`src/rtl/sonar_pkg.sv`:
```
`default_nettype none
// ============================================================
// Package : sonar_pkg
// Brief   : shared FSM states, ASCII codes and angle lookup
// Rev     : 1.0
// ============================================================
package sonar_pkg;

    typedef enum logic [2:0] {
        ST_IDLE      = 3'd0,
        ST_SETTLE    = 3'd1,
        ST_TRIG      = 3'd2,
        ST_WAIT_ECHO = 3'd3,
        ST_MEASURE   = 3'd4,
        ST_TX        = 3'd5,
        ST_DONE      = 3'd6
    } state_t;

    localparam logic [7:0] c_ASCII_COMMA = 8'h2C;
    localparam logic [7:0] c_ASCII_HASH  = 8'h23;
    localparam logic [7:0] c_ASCII_ZERO  = 8'h30;
    localparam logic [9:0] c_DIST_SAT    = 10'd999;

    // Servo position -> reported angle (20 + 20*pos degrees) as 3 BCD digits
    function automatic logic [11:0] angle_bcd(input logic [2:0] pos);
        logic [11:0] bcd;
        case (pos)
            3'd0:    bcd = 12'h020;
            3'd1:    bcd = 12'h040;
            3'd2:    bcd = 12'h060;
            3'd3:    bcd = 12'h080;
            3'd4:    bcd = 12'h100;
            3'd5:    bcd = 12'h120;
            3'd6:    bcd = 12'h140;
            default: bcd = 12'h160;
        endcase
        return bcd;
    endfunction

endpackage
`default_nettype wire

```
`src/rtl/sonar_uart_tx.sv`:
```
`default_nettype none
// ============================================================
// Module : sonar_uart_tx
// Brief  : 8N1 UART transmitter, LSB first, one-clock done pulse
// Rev    : 1.0
// ============================================================
module sonar_uart_tx #(
    parameter int CLK_HZ = 50_000_000,
    parameter int BAUD   = 115_200
) (
    input  logic       clk,
    input  logic       rst_n,
    input  logic       i_start,
    input  logic [7:0] i_data,
    output logic       o_tx,
    output logic       o_busy,
    output logic       o_done
);

    localparam logic [15:0] c_BIT_LAST = 16'(CLK_HZ / BAUD - 1);

    logic [9:0]  r_shift;
    logic [15:0] r_baud;
    logic [3:0]  r_bits;
    logic        r_busy;
    logic        r_done;

    always_ff @(posedge clk or negedge rst_n) begin
        if (!rst_n) begin
            r_shift <= 10'h3FF;
            r_baud  <= 16'd0;
            r_bits  <= 4'd0;
            r_busy  <= 1'b0;
            r_done  <= 1'b0;
        end else begin
            r_done <= 1'b0;
            if (!r_busy) begin
                if (i_start) begin
                    // frame = stop, data, start; shifted out from bit 0
                    r_shift <= {1'b1, i_data, 1'b0};
                    r_busy  <= 1'b1;
                    r_baud  <= 16'd0;
                    r_bits  <= 4'd0;
                end
            end else if (r_baud == c_BIT_LAST) begin
                r_baud <= 16'd0;
                if (r_bits == 4'd9) begin
                    r_busy  <= 1'b0;
                    r_done  <= 1'b1;
                    r_shift <= 10'h3FF;
                end else begin
                    r_bits  <= r_bits + 4'd1;
                    r_shift <= {1'b1, r_shift[9:1]};
                end
            end else begin
                r_baud <= r_baud + 16'd1;
            end
        end
    end

    assign o_tx   = r_shift[0];
    assign o_busy = r_busy;
    assign o_done = r_done;

endmodule
`default_nettype wire

```
`src/rtl/sonar.sv`:
```
`default_nettype none
// ============================================================
// Module : sonar
// Brief  : sweeping servo sonar; times echoes, reports "aaa,ddd#" over UART
// Rev    : 1.0
// ============================================================
module sonar
    import sonar_pkg::*;
#(
    parameter int CLK_HZ        = 50_000_000,
    parameter int BAUD          = 115_200,
    parameter int TRIG_CYCLES   = 500,
    parameter int CYC_PER_CM    = 2941,
    parameter int SETTLE_CYCLES = 50_000,
    parameter int ECHO_TIMEOUT  = 1_500_000,
    parameter int PWM_PERIOD    = 1_000_000,
    parameter int PWM_MIN       = 50_000,
    parameter int PWM_STEP      = 7_143
) (
    input  logic clock,
    input  logic reset,
    input  logic ligar,
    input  logic echo,
    output logic trigger,
    output logic pwm,
    output logic saida_serial,
    output logic fim_posicao,
    output logic db_echo,
    output logic db_trigger,
    output logic db_pwm,
    output logic db_saida_serial_uart
);

    localparam logic [31:0] c_SETTLE_LAST  = 32'(SETTLE_CYCLES - 1);
    localparam logic [31:0] c_TRIG_LAST    = 32'(TRIG_CYCLES - 1);
    localparam logic [31:0] c_TIMEOUT      = 32'(ECHO_TIMEOUT);
    localparam logic [31:0] c_TIMEOUT_LAST = 32'(ECHO_TIMEOUT - 1);
    localparam logic [31:0] c_CPC_LAST     = 32'(CYC_PER_CM - 1);
    localparam logic [31:0] c_CPC_HALF     = 32'(CYC_PER_CM / 2);
    localparam logic [31:0] c_PWM_LAST     = 32'(PWM_PERIOD - 1);
    localparam logic [31:0] c_PWM_MIN      = 32'(PWM_MIN);
    localparam logic [31:0] c_PWM_STEP     = 32'(PWM_STEP);

    state_t      r_state;
    state_t      w_state_next;
    logic        r_echo_s1;
    logic        r_echo_s2;
    logic        r_echo_d;
    logic [31:0] r_cnt;
    logic [31:0] r_sub;
    logic [31:0] r_cm;
    logic [9:0]  r_dist;
    logic [2:0]  r_pos;
    logic        r_dir_up;
    logic [2:0]  r_char_idx;
    logic        r_tx_go;
    logic [31:0] r_pwm_cnt;
    logic [31:0] r_pwm_width;

    logic        w_echo_rise;
    logic        w_settle_end;
    logic        w_trig_end;
    logic        w_wait_timeout;
    logic        w_meas_timeout;
    logic [31:0] w_cm_round;
    logic [9:0]  w_dist_meas;
    logic [3:0]  w_dist_h;
    logic [3:0]  w_dist_t;
    logic [3:0]  w_dist_u;
    logic [11:0] w_angle;
    logic [7:0]  w_char;
    logic        w_uart_start;
    logic        w_uart_busy;
    logic        w_uart_done;
    logic        w_uart_tx;

    always_ff @(posedge clock or negedge reset) begin
        if (!reset) begin
            r_echo_s1 <= 1'b0;
            r_echo_s2 <= 1'b0;
            r_echo_d  <= 1'b0;
        end else begin
            r_echo_s1 <= echo;
            r_echo_s2 <= r_echo_s1;
            r_echo_d  <= r_echo_s2;
        end
    end

    assign w_echo_rise    = r_echo_s2 & ~r_echo_d;
    assign w_settle_end   = (r_cnt == c_SETTLE_LAST);
    assign w_trig_end     = (r_cnt == c_TRIG_LAST);
    assign w_wait_timeout = (r_cnt == c_TIMEOUT_LAST);
    assign w_meas_timeout = (r_cnt >= c_TIMEOUT);

    // Whole cm plus half-up rounding on the leftover clocks
    assign w_cm_round  = r_cm + ((r_sub >= c_CPC_HALF) ? 32'd1 : 32'd0);
    assign w_dist_meas = (w_cm_round > 32'd999) ? c_DIST_SAT : w_cm_round[9:0];

    assign w_dist_h = 4'(r_dist / 10'd100);
    assign w_dist_t = 4'((r_dist / 10'd10) % 10'd10);
    assign w_dist_u = 4'(r_dist % 10'd10);
    assign w_angle  = angle_bcd(r_pos);

    always_comb begin
        w_char = c_ASCII_HASH;
        case (r_char_idx)
            3'd0:    w_char = c_ASCII_ZERO + {4'h0, w_angle[11:8]};
            3'd1:    w_char = c_ASCII_ZERO + {4'h0, w_angle[7:4]};
            3'd2:    w_char = c_ASCII_ZERO + {4'h0, w_angle[3:0]};
            3'd3:    w_char = c_ASCII_COMMA;
            3'd4:    w_char = c_ASCII_ZERO + {4'h0, w_dist_h};
            3'd5:    w_char = c_ASCII_ZERO + {4'h0, w_dist_t};
            3'd6:    w_char = c_ASCII_ZERO + {4'h0, w_dist_u};
            default: w_char = c_ASCII_HASH;
        endcase
    end

    always_comb begin
        w_state_next = r_state;
        case (r_state)
            ST_IDLE:      if (ligar) w_state_next = ST_SETTLE;
            ST_SETTLE:    if (w_settle_end) w_state_next = ST_TRIG;
            ST_TRIG:      if (w_trig_end) w_state_next = ST_WAIT_ECHO;
            ST_WAIT_ECHO: begin
                if (w_echo_rise)         w_state_next = ST_MEASURE;
                else if (w_wait_timeout) w_state_next = ST_TX;
            end
            ST_MEASURE:   if (!r_echo_s2 || w_meas_timeout) w_state_next = ST_TX;
            ST_TX:        if (w_uart_done && r_char_idx == 3'd7) w_state_next = ST_DONE;
            ST_DONE:      w_state_next = ligar ? ST_SETTLE : ST_IDLE;
            default:      w_state_next = ST_IDLE;
        endcase
    end

    assign trigger      = (r_state == ST_TRIG);
    assign fim_posicao  = (r_state == ST_DONE);
    assign w_uart_start = (r_state == ST_TX) && r_tx_go && !w_uart_busy;

    always_ff @(posedge clock or negedge reset) begin
        if (!reset) begin
            r_state    <= ST_IDLE;
            r_cnt      <= 32'd0;
            r_sub      <= 32'd0;
            r_cm       <= 32'd0;
            r_dist     <= 10'd0;
            r_pos      <= 3'd0;
            r_dir_up   <= 1'b1;
            r_char_idx <= 3'd0;
            r_tx_go    <= 1'b0;
        end else begin
            r_state <= w_state_next;
            case (r_state)
                ST_IDLE:   r_cnt <= 32'd0;
                ST_SETTLE: r_cnt <= w_settle_end ? 32'd0 : r_cnt + 32'd1;
                ST_TRIG:   r_cnt <= w_trig_end ? 32'd0 : r_cnt + 32'd1;
                ST_WAIT_ECHO: begin
                    if (w_echo_rise) begin
                        // the rising-edge clock is the first counted echo clock
                        r_cnt <= 32'd1;
                        r_sub <= 32'd1;
                        r_cm  <= 32'd0;
                    end else if (w_wait_timeout) begin
                        r_dist     <= c_DIST_SAT;
                        r_char_idx <= 3'd0;
                        r_tx_go    <= 1'b1;
                    end else begin
                        r_cnt <= r_cnt + 32'd1;
                    end
                end
                ST_MEASURE: begin
                    if (!r_echo_s2) begin
                        r_dist     <= w_dist_meas;
                        r_char_idx <= 3'd0;
                        r_tx_go    <= 1'b1;
                    end else if (w_meas_timeout) begin
                        r_dist     <= c_DIST_SAT;
                        r_char_idx <= 3'd0;
                        r_tx_go    <= 1'b1;
                    end else begin
                        r_cnt <= r_cnt + 32'd1;
                        if (r_sub == c_CPC_LAST) begin
                            r_sub <= 32'd0;
                            r_cm  <= r_cm + 32'd1;
                        end else begin
                            r_sub <= r_sub + 32'd1;
                        end
                    end
                end
                ST_TX: begin
                    if (w_uart_start) r_tx_go <= 1'b0;
                    if (w_uart_done && r_char_idx != 3'd7) begin
                        r_char_idx <= r_char_idx + 3'd1;
                        r_tx_go    <= 1'b1;
                    end
                end
                ST_DONE: begin
                    r_cnt <= 32'd0;
                    // ping-pong sweep, reversing at either end
                    if (r_dir_up) begin
                        if (r_pos == 3'd7) begin
                            r_pos    <= 3'd6;
                            r_dir_up <= 1'b0;
                        end else begin
                            r_pos <= r_pos + 3'd1;
                        end
                    end else begin
                        if (r_pos == 3'd0) begin
                            r_pos    <= 3'd1;
                            r_dir_up <= 1'b1;
                        end else begin
                            r_pos <= r_pos - 3'd1;
                        end
                    end
                end
                default: r_cnt <= 32'd0;
            endcase
        end
    end

    // New pulse width is latched only at the frame boundary
    always_ff @(posedge clock or negedge reset) begin
        if (!reset) begin
            r_pwm_cnt   <= 32'd0;
            r_pwm_width <= c_PWM_MIN;
        end else if (r_pwm_cnt == c_PWM_LAST) begin
            r_pwm_cnt   <= 32'd0;
            r_pwm_width <= c_PWM_MIN + c_PWM_STEP * {29'd0, r_pos};
        end else begin
            r_pwm_cnt <= r_pwm_cnt + 32'd1;
        end
    end

    assign pwm = (r_pwm_cnt < r_pwm_width);

    sonar_uart_tx #(
        .CLK_HZ (CLK_HZ),
        .BAUD   (BAUD)
    ) u_uart_tx (
        .clk     (clock),
        .rst_n   (reset),
        .i_start (w_uart_start),
        .i_data  (w_char),
        .o_tx    (w_uart_tx),
        .o_busy  (w_uart_busy),
        .o_done  (w_uart_done)
    );

    assign saida_serial         = w_uart_tx;
    assign db_echo              = r_echo_s2;
    assign db_trigger           = trigger;
    assign db_pwm               = pwm;
    assign db_saida_serial_uart = w_uart_tx;

endmodule
`default_nettype wire

```
`config.mk`:
```
export PLATFORM = sky130hd
export DESIGN_NAME = sonar
export DESIGN_NICKNAME = d
export VERILOG_FILES = /design/src/rtl/sonar_pkg.sv /design/src/rtl/sonar_uart_tx.sv /design/src/rtl/sonar.sv
export SDC_FILE = /design/constraint.sdc
export NUM_CORES = 1
export LEC_CHECK = 0
export BUFFER_PORTS_ARGS = -buffer_cell sky130_fd_sc_hd__buf_2
export CAP_MARGIN = 20
export CORE_MARGIN = 5
export CORE_UTILIZATION = 39
export DETAILED_ROUTE_END_ITERATION = 12
export PLACE_DENSITY_LB_ADDON = 0.1
export SLEW_MARGIN = 10
export SYNTH_ARGS = -nofsm -noshare
export SYNTH_HDL_FRONTEND = slang
export SYNTH_SLANG_ARGS = --single-unit
```
`constraint.sdc`:
```
create_clock -name clock -period 3.8 [get_ports clock]
set_clock_uncertainty 0.2 [all_clocks]
set_input_delay 0.19 -clock clock [delete_from_list [all_inputs] [get_ports clock]]
set_output_delay 0.19 -clock clock [all_outputs]
set_load 0.1 [all_outputs]
```
==> results of run 1 <==
## per-layer routing
layer,track usage,vias up,share of wire
met4,0.0448,0,0.013
met2,0.275,140,0.46
met3,0.0244,24,0.024
li1,-,5952,-
met1,0.253,5621,0.50
met5,0,-,0
## cell usage in the layout, fill, tap and decap left out, types with 53 or more instances in the layout
master / synthesis / final
nor2_1: 184 / 183
dfrtp_1: 183 / 179
nand2_1: 162 / 161
o21ai_0: 158 / 157
nand3_1: 77 / 76
buf_4: 13 / 76
a21oi_1: 76 / 75
inv_1: 72 / 72
ha_1: 66 / 64
xor2_1: 55 / 55
xnor2_1: 53 / 53
## final timing paths
| path | depth (start not counted) | endpoint | start | slack [ns] |
|---|---|---|---|---|
| min reg2reg | 0 | db_echo$_DFF_PN0_ | r_echo_s1$_DFF_PN0_ | 0.15 |
| max reg2reg | 15 | u_uart_tx.r_shift[4]$_DFFE_PN1P_ | r_dist[5]$_DFFE_PN0P_ | 0.15 |
| max | 15 | u_uart_tx.r_shift[4]$_DFFE_PN1P_ | r_dist[5]$_DFFE_PN0P_ | 0.15 |
| min in group clock | 0 | db_echo$_DFF_PN0_ | r_echo_s1$_DFF_PN0_ | 0.15 |
| max in group asynchronous | 3 | r_cnt[21]$_DFFE_PN0P_ | reset | 2.40 |
| min | 2 | r_pwm_cnt[14]$_DFF_PN0_ | reset | 0.08 |
## power by group through the flow
| stage | combinational [mW] | clock [mW] | sequential, mW |
|---|---|---|---|
| global placement | 0.0583 | 0 | 2.16 |
| CTS | 0.0615 | 1.89 | 2.12 |
| detailed placement | 0.0590 | 0 | 2.16 |
| global route | 0.0680 | 1.96 | 2.12 |
| finish | 0.0570 | 1.82 | 2.12 |
| floorplan | 0.00108 | 0 | 2.17 |
## Yosys cell counts (25+ instances only)
cell type  number  area (um2)
dfrtp_1       183        4580
nand2b_1       31         194
and3_1         51         319
nor2_1        184         691
xnor2_1        53         464
xor2_1         55         482
ha_1           66         826
nor4_1         25         156
nand3_1        77         385
inv_1          72         270
o21ai_0       158         791
clkbuf_1       53         199
nand2_1       162         608
a21oi_1        76         380
nand4_1        27         169
o31ai_1        29         218
nor3_1         33         165
## per-stage QoR
step                hold WS, ns  setup WS [ns]  area, um2  power (mW)
finish                   0.0830          0.150      15500        4.00
global route              0.120        -0.0265      15500        4.15
CTS                       0.103         0.0211      15300        4.07
detailed placement     -0.00768         -0.118      14700        2.22
global placement        -0.0114         0.0443      14700        2.22
floorplan                -0.306         0.0397      13900        2.17
## kinds of logic (layout without fill, tap and decap cells)
| logic type | after synthesis | after routing |
|---|---|---|
| simple gates | 693 | 693 |
| flops | 199 | 199 |
| buf+inv | 163 | 199 |
| fa+ha+maj | 72 | 72 |
| mux | 11 | 11 |
| compound gates | 413 | 413 |
| xor+xnor | 110 | 110 |
## final cells by class
cell class,instances,area (um2)
multi-input cells,1299,8270
clock buffers,20,467
fillers,3490,19800
inverters,72,270
flip-flops and latches,199,5000
well taps,461,577
repair buffers,95,778
clock inverters,12,115
## what timing repair did
action,in CTS,in global routing
setup buffers,0,4
hold buffers,3,0
gates cloned,0,1
gates resized for setup,4,35
pin swaps,1,5
endpoints found under the hold margin,71,0
setup endpoints to repair,12,27
## registers in the layout (all words and copies together) (netlist names), 3 cells and up
name and count:
r_cm 32, r_pwm_width 16, r_pos 3, u_uart_tx.r_shift 9
u_uart_tx.r_baud 16, r_state 3, r_pwm_cnt 32, r_cnt 32
r_sub 32, u_uart_tx.r_bits 4, r_dist 10, r_char_idx 3
==> flow_summary.json, run 1 <==
{
  "status": "completed",
  "swShare": 0.226,
  "core_mm2": 0.0353,
  "synthAdderAreaFrac": 0.0661,
  "via_per_inst": 5.44,
  "start_util": 0.392,
  "post_layout_nonfiller_instances": 2158,
  "synthCells": 1661,
  "ant_nets": 0,
  "power_leakage_nw": 6.65,
  "path_max_fanout": 37,
  "dieArea_mm2": 0.0394,
  "die_h_um": 199,
  "p_comb_frac": 0.014,
  "worstPathArrival_ns": 3.83,
  "critPathLaunchType": "register",
  "final-max-slew-violation-count": 0,
  "cts_inserted_buffers": 17,
  "synth_fp_nets": 1734,
  "clock_sinks": 199,
  "vias": 11737,
  "clockBufferDepth": 2,
  "synth_area_mm2": 0.0139,
  "ys_types": 96,
  "grt_pass1_vias": 11339,
  "remaining_drc_errors": 0,
  "wl_per_cell_um": 15.6,
  "dp.cells": 2118,
  "synthArstFlopShare": 1.00,
  "totalWireLength_mm": 33.6,
  "setup_viol": 0,
  "synthFlopType": "dfrtp_1",
  "pwr-share-clk": 0.455,
  "antenna_cells": 0,
  "slowest_stage": "or4_4",
  "synth_xor_area_frac": 0.0714,
  "slowest_delay_ns": 0.52,
  "drt-pass1-iter-count": 5,
  "tritoncts": "built",
  "critical_path_required_ns": 3.98,
  "critPathKind": "register to register",
  "rsz0062_at_grt": "true",
  "antenna_found_initial": 0,
  "yosys.area_share.simple": 0.253,
  "io-pin-count": 12,
  "post-route-min-period_ns": 3.65,
  "synth_top_family_by_area": "simple AND/OR/NAND/NOR gates",
  "cp_cell_sequence": "buf_12 -> and3b_1 -> o21ai_0 -> a31oi_1 -> or4_4 -> o21a_2 -> o311ai_4 -> o311ai_1 -> a21oi_2 -> inv_1 -> ha_1 -> inv_1 -> a21oi_1 -> or3b_1 -> a21oi_1",
  "path_buf_inv": 3,
  "globalplace.congestion": 0.829,
  "irDropWorstVdd_mv": 0.317,
  "synth_compound_area_frac": 0.189,
  "drive_gt1_frac": 0.117,
  "clk_pin_slew_worst_paths_ns": 0.07,
  "hold_viol_final": 0,
  "synthToLayoutAreaGrowth_pct": 11.7,
  "grt_max_degree": 70,
  "nets": 1757,
  "seq_area_frac_synth": 0.361,
  "htree_num_levels": 4,
  "fin_util": 0.438,
  "p_seq_frac": 0.531,
  "ys_ff_latch": 199,
  "p_int_mw": 3.09,
  "clock_latency_ns": 0.44,
  "fmax_mhz": 274,
  "p_per_area_mw_per_mm2": 258,
  "setup_tns_ns": 0,
  "grt.overflow.total": 0,
  "finalCritPeriodShare": 0.960,
  "dp_hpwl_mm": 24.2,
  "synthMuxAreaShare": 0.00822,
  "fp-row-count": 69,
  "switchingPower_mw": 0.904,
  "grt_pass1_wl_mm": 57.5,
  "cts_root_buf": "clkbuf_16",
  "max-cap-violations": 0,
  "syn_avg_cell_area_um2": 8.34,
  "grt_usage": 0.174,
  "critical-path-top-delay-family": "compound AO/OA/AOI/OAI gates",
  "die_x_um": 199,
  "drt-initial-drc-count": 812,
  "endpoint_kind": "register",
  "slew_headroom": 0.482,
  "synth-edff-count": 0,
  "tightest_slew_ns": 0.777,
  "ys_warn_count": 0,
  "numPortBuffers": 11,
  "hp-class": "input port to asynchronous set/reset pin"
}
No activity file was read; power rests on OpenSTA's default activity.
==> inputs of run 2 (changes only) <==
--- a/config.mk
+++ b/config.mk
@@ -7,6 +7,8 @@
 export LEC_CHECK = 0
 export BUFFER_PORTS_ARGS = -buffer_cell sky130_fd_sc_hd__buf_2
 export CAP_MARGIN = 20
+export CELL_PAD_IN_SITES_DETAIL_PLACEMENT = 1
+export CELL_PAD_IN_SITES_GLOBAL_PLACEMENT = 1
 export CORE_MARGIN = 5
 export CORE_UTILIZATION = 39
 export DETAILED_ROUTE_END_ITERATION = 12
==> run 2 against run 1 <==
Net effect:
- cell count grew 0.19%
- fmax grew 0.31%
- wire length grew 12%
- worst setup slack gained 0.011 ns
- combinational power shrank 2%
- flip-flop and latch count is the same
- design area grew 0.50%
- first-iteration DRC count shrank 32%
- critical path type unchanged
- critical endpoint unchanged
- largest power group unchanged
- highest routed layer unchanged
==> flow_summary.json, run 2 (synthesis results as in run 1) <==
{
  "endpoint_kind": "register",
  "path_buf_inv": 3,
  "die_x_um": 199,
  "globalplace.congestion": 0.827,
  "slowest_delay_ns": 0.57,
  "nFillCells": 4215,
  "final_cell_mix": "183 x nor2_1, 178 x dfrtp_1, 161 x nand2_1",
  "tightest_slew_ns": 0.963,
  "final_common_cell": "nor2_1",
  "grt.overflow.total": 0,
  "critical_path_required_ns": 4.00,
  "dp_hpwl_mm": 27.2,
  "r2r_end": "u_uart_tx.r_shift[4]$_DFFE_PN1P_",
  "grt_pass1_vias": 12468,
  "wl_per_cell_um": 17.4,
  "cts_root_buf": "clkbuf_16",
  "htree_num_levels": 4,
  "status": "completed",
  "critPathKind": "register to register",
  "setup_viol": 0,
  "vias": 12157,
  "max-cap-violations": 0,
  "finalPower_mw": 4.04,
  "fin_util": 0.441,
  "remaining_drc_errors": 0,
  "fp-row-count": 69,
  "hold_viol_final": 0,
  "cts_inserted_buffers": 17,
  "antenna_found_initial": 0,
  "ant_nets": 0,
  "drt-initial-drc-count": 551,
  "r2r-start": "r_dist[5]$_DFFE_PN0P_",
  "r2r_cells": 15,
  "totalWireLength_mm": 37.7,
  "via_per_inst": 5.62,
  "synthToLayoutAreaGrowth_pct": 12.3,
  "cp_cell_sequence": "clkbuf_16 -> and3b_1 -> o21ai_1 -> a31oi_1 -> or4_4 -> o21a_4 -> o311ai_4 -> o311ai_2 -> a21oi_2 -> inv_1 -> ha_1 -> inv_1 -> a21oi_1 -> or3b_1 -> a21oi_2",
  "worstPathArrival_ns": 3.83,
  "drt-pass1-iter-count": 5,
  "slowest_stage": "or4_4",
  "critical-path-top-delay-family": "compound AO/OA/AOI/OAI gates",
  "post_dp_cell_area_mm2": 0.0146,
  "grt_max_degree": 108,
  "antenna_cells": 0,
  "regToRegSetupSlack_ns": 0.16,
  "core_mm2": 0.0353,
  "dieArea_mm2": 0.0394,
  "post-route-min-period_ns": 3.64,
  "slew_headroom": 0.356,
  "io-pin-count": 12,
  "nets": 1761,
  "finalCritPeriodShare": 0.958,
  "grt_pass1_wl_mm": 63.6,
  "hp-class": "input port to asynchronous set/reset pin",
  "path_max_fanout": 7,
  "clk_pin_slew_worst_paths_ns": 0.08,
  "clockBufferDepth": 2,
  "grt_usage": 0.194,
  "numPortBuffers": 11,
  "critPathLaunchType": "register",
  "start_util": 0.392,
  "clock_sinks": 199,
  "final_area_mm2": 0.0156,
  "fmax_mhz": 275,
  "p_per_area_mw_per_mm2": 260,
  "power_leakage_nw": 6.70,
  "die_h_um": 199,
  "drive_gt1_frac": 0.121,
  "clock_latency_ns": 0.46,
  "tritoncts": "built",
  "irDropWorstVdd_mv": 0.312,
  "final-max-slew-violation-count": 0
}
## run 2: worst max-delay path by stage
stage	endpoint	cells after the start	startpoint
detailed placement	u_uart_tx.r_shift[4]$_DFFE_PN1P_	15	r_dist[6]$_DFFE_PN0P_
global route	r_dist[5]$_DFFE_PN0P_	18	r_sub[18]$_DFFE_PN0P_
floorplan	trigger	4	r_state[1]$_DFFE_PN0P_
CTS	pwm	13	r_pwm_width[11]$_DFFE_PN0N_
global placement	u_uart_tx.r_shift[4]$_DFFE_PN1P_	15	r_dist[6]$_DFFE_PN0P_
finish	u_uart_tx.r_shift[4]$_DFFE_PN1P_	15	r_dist[5]$_DFFE_PN0P_
## run 2: power breakdown
part           switching (mW)  total [mW]  internal, mW
registers             0.00158        2.12          2.12
clock network           0.908        1.87         0.961
logic                  0.0483      0.0560       0.00770
total                   0.958        4.04          3.09
## run 2: cell type report
class                           count  area [um2]  area share
Clock buffer                       19         453      0.0291
Timing Repair Buffer               99         827      0.0532
Tap cell                          461         577      0.0371
Multi-Input combinational cell   1299        8290       0.533
Clock inverter                     13         136     0.00877
Sequential cell                   199        5010       0.322
Inverter                           72         270      0.0174
## run 2: repair_timing
item / in CTS / in global routing
setup endpoints to repair: 14 / 17
hold buffers: 3 / 0
buffers inserted: 0 / 13
gates resized for setup: 3 / 38
pin swaps: 0 / 10
endpoints found under the hold margin: 96 / 0
cloned: 0 / 1
## run 2: per-layer routing
layer	global-route usage	vias to the layer above	wire length (um)
met4	0.0524	0	638
li1	-	5949	-
met3	0.0239	33	638
met1	0.261	6079	18100
met2	0.331	96	18300
met5	0	-	0
## run 2: through the flow
| stage | hold slack [ns] | TNS, ns | worst slack, ns | std cells |
|---|---|---|---|---|
| final | 0.0412 | 0 | 0.161 | 2162 |
| after global routing | 0.0650 | -0.00872 | -0.00872 | 2162 |
| after CTS | 0.0289 | -0.181 | -0.0921 | 2148 |
| after detailed placement | -0.0442 | -0.00485 | -0.00485 | 2113 |
| after global placement | -0.0490 | 0 | 0.0952 | 2113 |
| after floorplan | -0.306 | 0 | 0.0397 | 1661 |
==> inputs of run 3 (changes only) <==
--- a/config.mk
+++ b/config.mk
@@ -9,8 +9,10 @@
 export CAP_MARGIN = 20
 export CELL_PAD_IN_SITES_DETAIL_PLACEMENT = 1
 export CELL_PAD_IN_SITES_GLOBAL_PLACEMENT = 1
+export CORE_ASPECT_RATIO = 1.2
 export CORE_MARGIN = 5
 export CORE_UTILIZATION = 39
+export CTS_CLUSTER_SIZE = 24
 export DETAILED_ROUTE_END_ITERATION = 12
 export PLACE_DENSITY_LB_ADDON = 0.1
 export SLEW_MARGIN = 10
==> run 3 against run 2 <==
Net effect:
- power up 0.43%
- clock power is essentially flat
- flip-flop and latch count stayed put
- register-to-register slack better by 0.02 ns
- critical endpoint unchanged
- wire length rose by 3.9%
- core utilization rose by 0.44 points
- worst setup slack improved by 0.023 ns
- global-route usage rose by 0.60 points
- highest routed layer unchanged
==> flow_summary.json, run 3 (synthesis results as in run 1) <==
{
  "met2_length_mm": 21.0,
  "grt_max_degree": 105,
  "path_max_fanout": 34,
  "nFillCells": 4155,
  "die_x_um": 182,
  "status": "completed",
  "critPathKind": "register to register",
  "die_h_um": 216,
  "remaining_drc_errors": 0,
  "numPortBuffers": 11,
  "top_layer": "met4",
  "grt_usage": 0.200,
  "clk_pin_slew_worst_paths_ns": 0.09,
  "via_per_inst": 5.63,
  "regToRegSetupSlack_ns": 0.18,
  "fp-row-count": 75,
  "nets": 1763,
  "critPathLaunchType": "register",
  "totalWireLength_mm": 39.1,
  "wl_met3_um": 658,
  "post-route-min-period_ns": 3.62,
  "finalCritPeriodShare": 0.951,
  "fmax_mhz": 277,
  "vias": 12183,
  "wl_met1_mm": 16.5,
  "grt.overflow.total": 0,
  "setup_tns_ns": 0,
  "dp.cells": 2121,
  "critical_path_required_ns": 3.99,
  "io-pin-count": 12,
  "dp_slack_ns": 0.0459,
  "irDropWorstVdd_mv": 0.306,
  "max-cap-violations": 0,
  "power_leakage_nw": 6.72,
  "endpoint_kind": "register",
  "cts_root_buf": "clkbuf_16",
  "antenna_found_initial": 0,
  "tightest_slew_ns": 0.883,
  "grt_pass1_vias": 12874,
  "final.setup.worst_slack_ns": 0.185,
  "globalplace.congestion": 0.851,
  "hp-class": "input port to register",
  "antenna_cells": 0,
  "synthToLayoutAreaGrowth_pct": 12.4,
  "fin_util": 0.445,
  "hold_viol_final": 0,
  "dp_hpwl_mm": 29.0,
  "tritoncts": "built",
  "dieArea_mm2": 0.0394,
  "drt-initial-drc-count": 467,
  "final_cell_mix": "182 x nor2_1, 180 x dfrtp_1, 161 x nand2_1",
  "drive_gt1_frac": 0.122,
  "final_common_cell": "nor2_1",
  "post_layout_nonfiller_instances": 2165,
  "clock_latency_ns": 0.46,
  "p_per_area_mw_per_mm2": 261,
  "grt_pass1_wl_mm": 65.7,
  "setup_viol": 0,
  "start_util": 0.396,
  "wl_per_cell_um": 18.1,
  "core_mm2": 0.0350,
  "worstPathArrival_ns": 3.81,
  "clockBufferDepth": 2,
  "cts_inserted_buffers": 17,
  "clock_sinks": 199,
  "htree_num_levels": 4,
  "drt-pass1-iter-count": 5,
  "final-max-slew-violation-count": 0,
  "slew_headroom": 0.411,
  "ant_nets": 0
}
[run 3: worst paths after layout]
kind	start	end	cells past startpoint
setup / recovery	r_dist[7]$_DFFE_PN0P_	u_uart_tx.r_shift[4]$_DFFE_PN1P_	15
hold / removal	echo	r_echo_s1$_DFF_PN0_	2
setup reg to reg	r_dist[7]$_DFFE_PN0P_	u_uart_tx.r_shift[4]$_DFFE_PN1P_	15
hold reg to reg	r_echo_s1$_DFF_PN0_	db_echo$_DFF_PN0_	0
max in group asynchronous	reset	u_uart_tx.r_shift[5]$_DFFE_PN1P_	3
min in group asynchronous	reset	r_pwm_width[7]$_DFFE_PN0N_	2
[run 3: repair_timing]
action	4_1_cts	5_1_grt
buffers inserted	0	8
pin swaps	0	7
gates resized for setup	4	40
hold endpoints to repair	93	0
setup endpoints to repair	2	18
hold buffers	3	0
cloned	0	1
[run 3: layout make-up]
class	count	area (um2)	share of cell area
sequential	199	5000	0.321
timing repair buffer	101	832	0.0534
clock inverter	14	158	0.0101
tap	462	578	0.0371
inverter	72	270	0.0173
multi-input combinational	1299	8300	0.533
clock buffer	18	439	0.0282
[run 3: through the flow]
step                      instance area (um2)  power, mW  hold WS [ns]
final                                   15600       4.06         0.167
after global routing                    15600       4.23         0.152
after CTS                               15300       4.14         0.128
after detailed placement                14700       2.22        0.0998
after global placement                  14700       2.22        0.0979
after floorplan                         13900       2.17        -0.306
[run 3: where the power goes]
group          internal (mW)  leakage [nW]  total [mW]  switching [mW]
Clock                  0.956         0.296        1.88           0.927
Sequential              2.12          2.66        2.12         0.00200
Combinational        0.00859          3.76      0.0595          0.0509
Total                   3.08          6.72        4.06           0.980
[run 3: metal layers]
| layer | global-route usage | vias to the layer above |
|---|---|---|
| met5 | 0 | - |
| met4 | 0.0723 | 0 |
| met3 | 0.0262 | 63 |
| met2 | 0.379 | 114 |
| met1 | 0.228 | 6059 |
| li1 | - | 5947 |
[run 3: worst max-delay path, cell delays in order (launching register included)]
cell and delay [ns]:
dfrtp_1 0.41, buf_12 0.17, xor2_4 0.22, nand2b_1 0.13, a21boi_1 0.07, or4_4 0.57
o21a_4 0.25, o311ai_4 0.26, o311ai_1 0.15, a21oi_2 0.21, inv_1 0.06, ha_1 0.20
inv_1 0.06, a21oi_1 0.05, or3b_1 0.38, a21oi_1 0.13
